$ cat src/rtl/seq_divider.sv
// Iterative radix-2 restoring divider (DIV/DIVU/REM/REMU) with valid/ready handshakes on both sides.
// Optional macro SEQ_DIVIDER_TRAP_EN: divide-by-zero raises trap and returns a poison pattern.
module seq_divider #(
  parameter int WIDTH = 32
) (
  input  logic             clk,
  input  logic             rst,
  input  logic             in_valid,
  output logic             in_ready,
  input  logic [WIDTH-1:0] dividend,
  input  logic [WIDTH-1:0] divisor,
  input  logic             is_signed,
  output logic             out_valid,
  input  logic             out_ready,
  output logic [WIDTH-1:0] quotient,
  output logic [WIDTH-1:0] remainder,
  output logic             div_by_zero,
  output logic             overflow,
  output logic             trap
);

  // state | meaning
  // IDLE  | ready for operands
  // CALC  | one restoring step per cycle, WIDTH steps
  // FIXUP | apply result signs
  // DONE  | result held until out_ready
  typedef enum logic [1:0] {S_IDLE, S_CALC, S_FIXUP, S_DONE} state_t;

  localparam int CW = (WIDTH > 2) ? $clog2(WIDTH) : 1;
  localparam logic [WIDTH-1:0] MIN_V = {1'b1, {(WIDTH-1){1'b0}}};

  state_t           state_q, state_d;
  logic [WIDTH-1:0] rem_q, rem_d;
  logic [WIDTH-1:0] quo_q, quo_d;
  logic [WIDTH-1:0] bmag_q, bmag_d;
  logic [CW-1:0]    cnt_q, cnt_d;
  logic             qneg_q, qneg_d;
  logic             rneg_q, rneg_d;
  logic [WIDTH-1:0] quot_q, quot_d;
  logic [WIDTH-1:0] remo_q, remo_d;
  logic             dbz_q, dbz_d;
  logic             ovf_q, ovf_d;

  logic             a_neg, b_neg;
  logic             zero_case, ovf_case;
  logic [WIDTH-1:0] a_mag, b_mag;
  logic [WIDTH:0]   rem_sh, rem_sub;
  logic             ge;

  assign a_neg     = is_signed & dividend[WIDTH-1];
  assign b_neg     = is_signed & divisor[WIDTH-1];
  assign a_mag     = a_neg ? -dividend : dividend;
  assign b_mag     = b_neg ? -divisor : divisor;
  assign zero_case = (divisor == '0);
  assign ovf_case  = is_signed && (dividend == MIN_V) && (divisor == '1);

  // Shifted partial remainder needs WIDTH+1 bits; the top bit of the difference is the borrow.
  assign rem_sh  = {rem_q, quo_q[WIDTH-1]};
  assign rem_sub = rem_sh - {1'b0, bmag_q};
  assign ge      = ~rem_sub[WIDTH];

  always_ff @(posedge clk) begin
    if (rst) state_q <= S_IDLE;
    else     state_q <= state_d;
  end

  always_comb begin
    state_d = state_q;
    unique case (state_q)
      S_IDLE:  if (in_valid) state_d = (zero_case || ovf_case) ? S_DONE : S_CALC;
      S_CALC:  if (cnt_q == '0) state_d = S_FIXUP;
      S_FIXUP: state_d = S_DONE;
      S_DONE:  if (out_ready) state_d = S_IDLE;
      default: state_d = S_IDLE;
    endcase
  end

  always_comb begin
    in_ready  = (state_q == S_IDLE);
    out_valid = (state_q == S_DONE);
  end

`ifdef SEQ_DIVIDER_TRAP_EN
  localparam logic [WIDTH-1:0] POISON = {(WIDTH/4){4'hB}};
  logic trap_q, trap_d;
`endif

  always_comb begin
    rem_d  = rem_q;
    quo_d  = quo_q;
    bmag_d = bmag_q;
    cnt_d  = cnt_q;
    qneg_d = qneg_q;
    rneg_d = rneg_q;
    quot_d = quot_q;
    remo_d = remo_q;
    dbz_d  = dbz_q;
    ovf_d  = ovf_q;
`ifdef SEQ_DIVIDER_TRAP_EN
    trap_d = trap_q;
`endif
    unique case (state_q)
      S_IDLE: begin
        if (in_valid) begin
          dbz_d = 1'b0;
          ovf_d = 1'b0;
`ifdef SEQ_DIVIDER_TRAP_EN
          trap_d = 1'b0;
`endif
          if (zero_case) begin
            dbz_d  = 1'b1;
`ifdef SEQ_DIVIDER_TRAP_EN
            trap_d = 1'b1;
            quot_d = POISON;
            remo_d = POISON;
`else
            quot_d = '1;
            remo_d = dividend;
`endif
          end else if (ovf_case) begin
            ovf_d  = 1'b1;
            quot_d = MIN_V;
            remo_d = '0;
          end else begin
            quo_d  = a_mag;
            rem_d  = '0;
            bmag_d = b_mag;
            cnt_d  = CW'(WIDTH - 1);
            qneg_d = a_neg ^ b_neg;
            rneg_d = a_neg;
          end
        end
      end
      S_CALC: begin
        rem_d = ge ? rem_sub[WIDTH-1:0] : rem_sh[WIDTH-1:0];
        quo_d = {quo_q[WIDTH-2:0], ge};
        cnt_d = cnt_q - 1'b1;
      end
      S_FIXUP: begin
        quot_d = qneg_q ? -quo_q : quo_q;
        remo_d = rneg_q ? -rem_q : rem_q;
      end
      default: ;
    endcase
  end

  always_ff @(posedge clk) begin
    if (rst) begin
      rem_q  <= '0;
      quo_q  <= '0;
      bmag_q <= '0;
      cnt_q  <= '0;
      qneg_q <= 1'b0;
      rneg_q <= 1'b0;
      quot_q <= '0;
      remo_q <= '0;
      dbz_q  <= 1'b0;
      ovf_q  <= 1'b0;
    end else begin
      rem_q  <= rem_d;
      quo_q  <= quo_d;
      bmag_q <= bmag_d;
      cnt_q  <= cnt_d;
      qneg_q <= qneg_d;
      rneg_q <= rneg_d;
      quot_q <= quot_d;
      remo_q <= remo_d;
      dbz_q  <= dbz_d;
      ovf_q  <= ovf_d;
    end
  end

`ifdef SEQ_DIVIDER_TRAP_EN
  always_ff @(posedge clk) begin
    if (rst) trap_q <= 1'b0;
    else     trap_q <= trap_d;
  end
  assign trap = trap_q;
`else
  assign trap = 1'b0;
`endif

  assign quotient    = quot_q;
  assign remainder   = remo_q;
  assign div_by_zero = dbz_q;
  assign overflow    = ovf_q;

endmodule

$ cat config.mk
export PLATFORM = sky130hd
export DESIGN_NAME = seq_divider
export DESIGN_NICKNAME = d
export VERILOG_FILES = /design/src/rtl/seq_divider.sv
export SDC_FILE = /design/constraint.sdc
export NUM_CORES = 1
export LEC_CHECK = 0
export CORE_ASPECT_RATIO = 0.7
export CORE_MARGIN = 2
export CORE_UTILIZATION = 40
export DETAILED_ROUTE_END_ITERATION = 10
export GPL_TIMING_DRIVEN = 0
export PLACE_DENSITY = 0.65
export SLEW_MARGIN = 20
export SYNTH_ARGS = -nofsm -noshare
export SYNTH_HDL_FRONTEND = slang
export SYNTH_SLANG_ARGS = --single-unit
export TNS_END_PERCENT = 1
$ cat constraint.sdc
create_clock -name clk -period 3.65 [get_ports clk]
set_input_delay 0.5475 -clock clk [delete_from_list [all_inputs] [get_ports clk]]
set_output_delay 0.5475 -clock clk [all_outputs]
set_load 0.01 [all_outputs]
# Word-level counts from Yosys, hierarchy flattened
# Cells that the tools add are included.
[totals] register_bits=171 latchBits=0 mem_bits_rw=0 mem_bits_ro=0 input_bits=69 out_inout_bits=69 elab_cells=80 n_memories=0
[classes] add_sub_neg=6 mul=0 div_mod_pow=0 order_cmp=0 eq_ne=11 shifts=0 mux=33 n_bitwise=6 n_reduce_logical=13
[ops] operator="two-way mux 32 bit" count=17
[ops] operator="case mux 32 bit (2 select lines)" count=4
[ops] operator="negation 32 bit" count=4
[ops] operator="== test 32 bit, second input constant" count=2
[ops] operator="subtractor 33 x 32 -> 33 bit" count=1
[ops] operator="logical NOT 32 bit" count=1
[ops] operator="two-way mux 5 bit" count=3
[ops] operator="case mux 5 bit (2 select lines)" count=1
[ops] operator="two-way mux 2 bit" count=4
[ops] operator="inequality test 2 bit, second input constant" count=4
[ops] operator="case mux 2 bit (4 select lines)" count=1
[ops] operator="AND reduction 4 bit" count=2
[ops] operator="AND reduction 3 bit" count=2
[ops] operator="logical NOT 5 bit" count=1
[ops] operator="subtractor 5 x 1 -> 5 bit, second input constant" count=1
[ops] operator="== test 2 bit, second input constant" count=2
[ops] operator="nonzero test 2 bit" count=2
[ops] operator="two-way mux 1 bit" count=3
[ops] operator="inequality test 3 x 1 -> 1 bit, second input constant" count=1
[ops] operator="NOT 1 bit" count=3
[ops] operator="AND 1 bit" count=2
[ops] operator="== test 2 x 1 -> 1 bit, second input constant" count=1
[ops] operator="logical AND 1 bit" count=2
[ops] operator="logical NOT 2 bit" count=1
[ops] operator="4 further kinds" count=4

# Depth between registers and ports, before layout
# Gate-level depths: netlist of run 1.
[depth] depth_word=7 depth_mapped=12 mapped_depth_nobuf=11

# Worst setup path after synthesis of run 1
# OpenSTA, ideal clock, no wires.
[synth_path] kind="register -> register" startpoint="register rem_q[4]" endpoint="register rem_q[9]" setup_ns=0.128 arrival_time_ns=2.735 required_time_ns=3.522 slack_ns=0.787 stages_incl_launch_ff=11 n_path_buf=1 period_less_slack_ns=2.863 cell_sequence="dfxtp_1 ha_1 a21oi_1 o21ai_0 a211oi_1 o211ai_1 a2111o_1 nand2_2 buf_4 mux2i_1 o21ai_0"
[synth_between] elab_chain_len=3
[synth_lines] element="start, declared" line="33" text="logic [WIDTH-1:0] rem_q, rem_d;"
[synth_lines] element="start signal, assigned" line="160" text="rem_q <= rem_d;"
[synth_lines] element="subtractor 33 x 32 -> 33 bit" line="59" text="assign rem_sub = rem_sh - {1'b0, bmag_q};"
[synth_lines] element="two-way mux 32 bit" line="135" text="rem_d = ge ? rem_sub[WIDTH-1:0] : rem_sh[WIDTH-1:0];"
[synth_lines] element="case mux 32 bit (2 select lines)" line="102" text="unique case (state_q)"
# No other way between the ends.
# A chain may end at the register's enable or synchronous reset.

# Final worst setup path of run 1
[layout_path] startpoint="input dividend[19]" endpoint="register remo_q[9] (netlist: remainder[9])"
[layout_between] elab_chain_len=5
[layout_lines] element="start, declared" line="10" text="input logic [WIDTH-1:0] dividend,"
[layout_lines] element="== test 32 bit" line="55" text="assign ovf_case = is_signed && (dividend == MIN_V) && (divisor == '1);"
[layout_lines] element="logical AND 1 bit (2 in series)" line="55"
[layout_lines] element="inequality test 3 x 1 -> 1 bit (no source line)"
[layout_lines] element="AND reduction 3 bit (no source line)"
[layout_lines] element="end signal, assigned" line="167" text="remo_q <= remo_d;"
[layout_lines] element="end, declared" line="40" text="logic [WIDTH-1:0] remo_q, remo_d;"
# No other way between the ends.

==> insert_results.sql, run 1 <==
INSERT INTO impl_metrics (metric_group, metric, value, unit) VALUES
('clocking', 'cts_tree', 'built', ''),
('hold_path', 'hold-path-cell-count', '2', ''),
('sta', 'grt_setup_unrepaired', 'true', ''),
('critical_path', 'worst_r2r_path_depth', '11', ''),
('sta', 'achievable-frequency', '0.264', 'GHz'),
('placed_design', 'pre_cts_ws', '-929', 'ps'),
('synth', 'netlist.area_leader.share', '29.7', '%'),
('placed_design', 'finalWeightedCongestion', '0.975', ''),
('global_routing', 'total_routing_usage_gr', '27.6', '%'),
('critical_path', 'critPathRequiredTime', '3950', 'ps'),
('placed_design', 'placement.cell_area', '0.0134', 'sq mm'),
('detailed_routing', 'drc', '0', ''),
('critical_path', 'cp.arrival', '4090', 'ps'),
('job', 'maxCapViolations', '0', ''),
('clocking', 'cts-root-buf', 'clkbuf_16', ''),
('power_and_ir_drop', 'power.static_leakage', '5.36', 'nW'),
('finish', 'antennaDiodeCount', '0', ''),
('synth', 'synth-warning-count', '0', ''),
('synth', 'synth_top_cells_by_count', 'nand2_1, dfxtp_1, nor2_1', ''),
('global_routing', 'global_route.usage.met3', '8.95', '%'),
('finish', 'layout.cell_area.non_filler', '0.0141', 'sq mm'),
('synth', 'synthFlopType', 'dfxtp_1', ''),
('synth', 'mappedNetlistNets', '1637', ''),
('sta', 'timing_hold_violations_final', '0', ''),
('sta', 'hold-worst-slack', '483', 'ps'),
('clocking', 'clk_path_buf_depth', '2', ''),
('sta', 'slew_headroom', '35.3', '%'),
('finish', 'areaGrowthSynthToFinish', '22.3', '%'),
('clocking', 'cts.hold.buffers_added', '0', ''),
('sta', 'post_route_fraction_of_the_period_consumed_by_the_critical_path', '104', '%'),
('global_routing', 'gr-max-usage-layer', 'met1', ''),
('placed_design', 'dp_hpwl', '32.8', 'mm'),
('sta', 'tns', '-1790', 'ps'),
('sta', 'worst_slew_pin_slew', '970', 'ps'),
('global_routing', 'number_of_antenna_violations_at_the_first_check_in_global_routing', '0', ''),
('critical_path', 'critPathCaptureType', 'flip-flop', ''),
('sta', 'report.final.setup_viol', '35', ''),
('detailed_routing', 'drtAntennaViolNets', '0', ''),
('finish', 'final_nets', '1793', ''),
('placed_design', 'io_buf_count', '135', ''),
('clocking', 'path_clk_slew', '60', 'ps'),
('synth', 'synth.avg_cell_area', '7.57', 'sq um'),
('detailed_routing', 'avgRoutedWirePerCell', '20.3', 'um'),
('critical_path', 'crit_fanout', '10', ''),
('global_routing', 'met1_resource_use_gr', '41.4', '%'),
('power_and_ir_drop', 'pwr_density_cell', '580', 'mW/mm^2'),
('status', 'run_status', 'finished with violations', ''),
('critical_path', 'timing.reg2reg.setup_slack', '130', 'ps'),
('sta', 'period_minus_slack', '3780', 'ps'),
('finish', 'utilization', '50.3', '%'),
('synth', 'synth_mux_area_share', '2.18', '%'),
('sta', 'skew', '13.0', 'ps'),
('critical_path', 'crit-reg2reg-launch', 'quo_q[31]', ''),
('global_routing', 'gr_met2_demand_resource', '37.4', '%'),
('synth', 'area_of_the_mapped_netlist', '0.0115', 'sq mm'),
('critical_path', 'timing.setup.critical_path_class', 'in2reg', ''),
('sta', 'final_critical_path_setup_slack', '-135', 'ps'),
('placed_design', 'post-place-cells', '2030', ''),
('synth', 'netlist.top_cell.by_area', 'dfxtp_1', ''),
('power_and_ir_drop', 'power', '8.18', 'mW'),
('floorplanning', 'rows', '51', ''),
('critical_path', 'setup.worst_path.start_class', 'input pin', ''),
('hold_path', 'timing.hold.worst.class', 'reg2reg', ''),
('synth', 'synthesis.instances', '1524', ''),
('floorplanning', 'coreArea', '0.0281', 'sq mm'),
('clocking', 'clk_latency', '440', 'ps'),
('finish', 'drive_above_1_share', '5.38', '%'),
('clocking', 'tritoncts.num_buffers', '17', ''),
('sta', 'drv_slew', '0', ''),
('status', 'failed_checks', 'setup timing', ''),
('global_routing', 'grt_first_pass_wirelength', '63.9', 'mm');
==> final cells by class <==
class / count / area, sq um
fill: 2797 / 14000
multi-input combinational: 1200 / 7590
sequential: 171 / 3420
timing repair buffer: 137 / 1370
clock buffer: 22 / 464
tap: 371 / 464
buffer: 96 / 408
inverter: 57 / 214
clock inverter: 9 / 185
==> placed cells by master, fill, tap and decap left out, types with 15 or more instances in the layout <==
master	instances
o31ai_1	31
ha_1	43
clkbuf_1	73
nor2_1	153
xor2_1	58
o21ai_0	116
nand3_1	17
nor3_1	54
clkbuf_16	17
nand4_1	16
nand2_1	181
clkdlybuf4s50_1	135
mux2i_1	24
a221oi_1	22
o41ai_1	15
nand2b_1	17
a211oi_1	54
inv_1	57
dfxtp_1	171
xnor2_1	88
or4_1	16
a21oi_1	131
==> what timing repair did <==
action | 4_1_cts | 5_1_grt
gates resized for setup | 10 | 19
pin swaps | 1 | 0
buffers inserted | 2 | 0
setup endpoints to repair | 142 | 145
==> critical path, stage by stage <==
cell and delay (ps):
clkdlybuf4s50_1 550, or4_1 680, nor4_2 460, nand4_4 290, o21ai_2 320, a31oi_1 360
clkbuf_1 350, a221oi_1 440, nor3_1 80
==> how the worst max path moves through the flow <==
stage	start	endpoint	slack, ps	depth (start not counted)
finish	dividend[19]	remainder[9]	-130	9
floorplan	rem_q[4]	rem_q[9]	790	10
detailed placement	divisor[22]	quotient[7]	-930	10
global placement	divisor[22]	quotient[7]	-950	10
global route	divisor[0]	rem_q[17]	-230	15
CTS	dividend[19]	remainder[16]	7	9
==> state kept, by name, indices dropped and copies added (netlist names) <==
signal	cells
bmag_q	32
cnt_q	5
div_by_zero	1
overflow	1
qneg_q	1
quo_q	32
quotient	32
rem_q	32
remainder	32
rneg_q	1
state_q	2
==> report_power, final <==
group          switching, mW  internal (mW)
registers              0.325           2.20
clock network          0.795           1.26
logic                   2.30           1.31
total                   3.42           4.76
==> logic make-up (layout without fill, tap and decap cells) <==
group,count (synthesis),count (layout)
adders and majority gates,44,44
muxes,25,25
and+or+nand+nor,528,528
other,1,1
AOI/OAI and AO/OA,456,456
xor gates and xnor gates,146,146
DFF,171,171
buffers and inverters,153,321
==> layer usage <==
layer  vias to the layer above  routed length (um)  part of all wire [%]
li1                       5801                   -                     -
met1                      5729               20000                    48
met2                       515               16300                    39
met3                        63                4530                    11
met4                         0                 914                   2.2
met5                         -                   0                     0
Note: power is estimated with default switching activity, not from simulation.
==> run 2: changes to the inputs <==
Settings changed: ABC_AREA from default to 1, MAX_ROUTING_LAYER from default to met4.
==> run 2 against run 1 <==
The run now ends clean. Via count grew 31%. First-iteration DRC count is 59% higher. Core utilization decreased by 2.3 points. Die area is 18% higher. Largest cell class unchanged.
==> insert_results.sql, run 2 <==
INSERT INTO impl_metrics (metric_group, metric, value, unit) VALUES
('detailed_routing', 'detail_route.vias_per_cell', '5.48', ''),
('sta', 'drv_slew', '0', ''),
('job', 'maxCapViolations', '0', ''),
('synth', 'synth-seq-cells', '171', ''),
('global_routing', 'number_of_antenna_violations_at_the_first_check_in_global_routing', '1', ''),
('synth', 'synth_top_cells_by_area', 'dfxtp_1, nand2_1, inv_1, nand3_1, a21oi_1', ''),
('synth', 'area_of_the_mapped_netlist', '0.0136', 'sq mm'),
('critical_path', 'critPathCaptureType', 'flip-flop', ''),
('detailed_routing', 'wirelength', '56.3', 'mm'),
('synth', 'synthFlopType', 'dfxtp_1', ''),
('clocking', 'clk_path_buf_depth', '2', ''),
('floorplanning', 'initial_utilization', '40.6', '%'),
('sta', 'final_critical_path_setup_slack', '545', 'ps'),
('critical_path', 'crit-reg2reg-launch', 'rem_q[0]', ''),
('global_routing', 'grt.overflow.total', '0', ''),
('power_and_ir_drop', 'power.static_leakage', '7.37', 'nW'),
('clocking', 'cts.sink_count', '171', ''),
('synth', 'netlist.top_cell.by_area', 'dfxtp_1', ''),
('finish', 'multi_input_gate_area', '0.00853', 'sq mm'),
('floorplanning', 'coreArea', '0.0335', 'sq mm'),
('hold_path', 'hold_path.startpoint', 'cnt_q[0]', ''),
('detailed_routing', 'dr.first_iter.drc_count', '1900', ''),
('power_and_ir_drop', 'power', '10.9', 'mW'),
('sta', 'report.final.setup_viol', '0', ''),
('global_routing', 'grt_first_pass_wirelength', '84.1', 'mm'),
('sta', 'worst_slew_pin_slew', '980', 'ps'),
('hold_path', 'timing.hold.worst.class', 'reg2reg', ''),
('floorplanning', 'io-pin-count', '138', ''),
('global_routing', 'total_routing_usage_gr', '32.5', '%'),
('synth', 'mappedNetlistNets', '2411', ''),
('finish', 'final_nets', '2565', ''),
('synth', 'synth_enable_flop_cells', '0', ''),
('critical_path', 'setup.worst_path.start_class', 'input pin', ''),
('critical_path', 'crit_fanout', '10', ''),
('synth', 'yosysMostFrequentCell', 'nand2_1', ''),
('clocking', 'cts-root-buf', 'clkbuf_16', ''),
('detailed_routing', 'detailroute.via_count', '15891', ''),
('global_routing', 'grt_start_max_net_pins', '17', ''),
('finish', 'utilization', '48.0', '%'),
('clocking', 'cts_htree_levels', '4', ''),
('clocking', 'cts.repair.resized', '0', ''),
('clocking', 'clk_latency', '470', 'ps'),
('power_and_ir_drop', 'pwr_density_cell', '679', 'mW/mm^2'),
('synth', 'synthesis.instances', '2298', ''),
('detailed_routing', 'drt_first_pass_iters', '6', ''),
('placed_design', 'finalWeightedCongestion', '0.998', ''),
('finish', 'antennaDiodeCount', '0', ''),
('synth', 'async_reset_ff_share', '0', '%'),
('synth', 'post_synth_num_cell_types', '47', ''),
('detailed_routing', 'drc', '0', ''),
('sta', 'tns', '0', 'ps'),
('synth', 'netlist.area_leader.share', '25.1', '%'),
('global_routing', 'first_global_vias', '14023', ''),
('finish', 'areaGrowthSynthToFinish', '18.0', '%'),
('clocking', 'cts.hold.buffers_added', '0', ''),
('sta', 'grt_setup_unrepaired', 'false', ''),
('placed_design', 'placement.cell_area', '0.0155', 'sq mm'),
('synth', 'synth-warning-count', '0', ''),
('sta', 'slew_headroom', '34.6', '%'),
('floorplanning', 'floorplan.die_area', '0.0356', 'sq mm'),
('sta', 'achievable-frequency', '0.322', 'GHz'),
('critical_path', 'cp.arrival', '3500', 'ps'),
('finish', 'mostFrequentLayoutCells', 'nand2_1, inv_1, nor2_1', ''),
('floorplanning', 'rows', '56', ''),
('hold_path', 'hold-path-cell-count', '1', ''),
('finish', 'area_taken_by_flip_flops_and_latches', '0.00342', 'sq mm'),
('synth', 'synth.avg_cell_area', '5.92', 'sq um'),
('critical_path', 'critPathRequiredTime', '4050', 'ps'),
('detailed_routing', 'avgRoutedWirePerCell', '19.4', 'um'),
('floorplanning', 'floorplan.die.width', '225', 'um'),
('clocking', 'post_cts_buffers', '0', ''),
('clocking', 'cts_tree', 'built', ''),
('hold_path', 'min_delay_worst_endpoint', 'cnt_q[0]', ''),
('placed_design', 'pre_cts_ws', '218', 'ps'),
('critical_path', 'timing.setup.critical_path_class', 'in2reg', ''),
('floorplanning', 'die_h', '158', 'um'),
('finish', 'layout.cell_area.non_filler', '0.0161', 'sq mm'),
('critical_path', 'worstReg2RegEnd', 'rem_q[31]', ''),
('clocking', 'tritoncts.num_buffers', '17', ''),
('sta', 'post_route_fraction_of_the_period_consumed_by_the_critical_path', '85.1', '%'),
('finish', 'fillerInstances', '3630', ''),
('placed_design', 'io_buf_count', '135', ''),
('synth', 'synth_sequential_area_ratio', '25.1', '%'),
('power_and_ir_drop', 'peakVddDrop', '0.330', 'mV'),
('sta', 'timing_hold_violations_final', '0', ''),
('sta', 'period_minus_slack', '3100', 'ps'),
('detailed_routing', 'drtAntennaViolNets', '0', ''),
('clocking', 'path_clk_slew', '70', 'ps'),
('status', 'run_status', 'completed', ''),
('sta', 'skew', '14.9', 'ps'),
('finish', 'drive_above_1_share', '5.80', '%'),
('critical_path', 'timing.reg2reg.setup_slack', '610', 'ps'),
('placed_design', 'dp_hpwl', '46.1', 'mm'),
('critical_path', 'worst_r2r_path_depth', '15', ''),
('synth', 'synth_top_cells_by_count', 'nand2_1, inv_1, nor2_1', ''),
('finish', 'layout.cells.most_common', 'nand2_1', '');
==> run 2: changes by cell type after synthesis, sizes merged, moves of 57 or more <==
cell / before / now
a21oi: 132 / 203
nand3: 17 / 226
nand2: 182 / 566
xnor2: 88 / 13
inv: 57 / 307
o21ai: 121 / 230
a211oi: 57 / 0
nor2: 154 / 269
==> run 2: where the power goes <==
part / internal [mW] / total (mW) / leakage, nW / switching [mW]
clock: 0.965 / 1.82 / 0.277 / 0.851
combinational: 2.13 / 6.06 / 5.69 / 3.93
sequential: 2.51 / 3.04 / 1.40 / 0.524
==> run 2: cell families (layout without fill, tap and decap cells) <==
family / count (synthesis) / after routing / synth area share [%]
buffers and inverters: 403 / 570 / 12.2
AO/OA/AOI/OAI: 462 / 462 / 17.9
AND/OR/NAND/NOR: 1156 / 1156 / 36.7
flip-flops: 171 / 171 / 25.1
other: 1 / 1 / 0.0275
XOR/XNOR: 61 / 61 / 3.92
adder cells (fa/ha/maj): 44 / 44 / 4.10
==> run 2: routing by layer <==
metal	share of wire (%)	wire length, um	vias up	global-route usage, %
met1	49	27600	7299	48.0
met2	37	20900	775	41.8
met3	12	6830	55	10.3
met4	1.6	894	0	7.44
met5	0	0	-	-
li1	-	-	7762	-
==> run 2: cell type report <==
class	count	area share, %
multi-input cells	1724	53.1
flip-flops and latches	171	21.3
repair buffers	135	8.41
inverters	308	7.19
well taps	435	3.39
plain buffers	95	3.15
clock buffers	20	2.78
clock inverters	12	0.701
==> run 2: worst max-delay path: stages <==
cell	delay, ps
clkdlybuf4s50_1	450
inv_1	140
ha_1	210
nand4_1	220
nor2_2	230
nand2_2	110
nor2_2	100
nand2_2	90
nor2_4	270
nand2_2	230
buf_6	200
o21ai_0	500
nor2_1	100
nor2_1	100
==> run 2: through the flow <==
stage	hold WS [ps]	cells
finish	467	2900
global route	491	2900
CTS	461	2900
detailed placement	452	2868
global placement	446	2868
floorplan	429	2298
==> run 2: worst max-delay path by stage <==
stage | from | end | slack (ps)
detailed placement | divisor[0] | remainder[24] | 220
global route | divisor[0] | remainder[23] | 440
global placement | divisor[0] | remainder[24] | 230
floorplan | quo_q[31] | rem_q[17] | 1420
finish | divisor[0] | remainder[24] | 550
CTS | quo_q[31] | rem_q[19] | 660
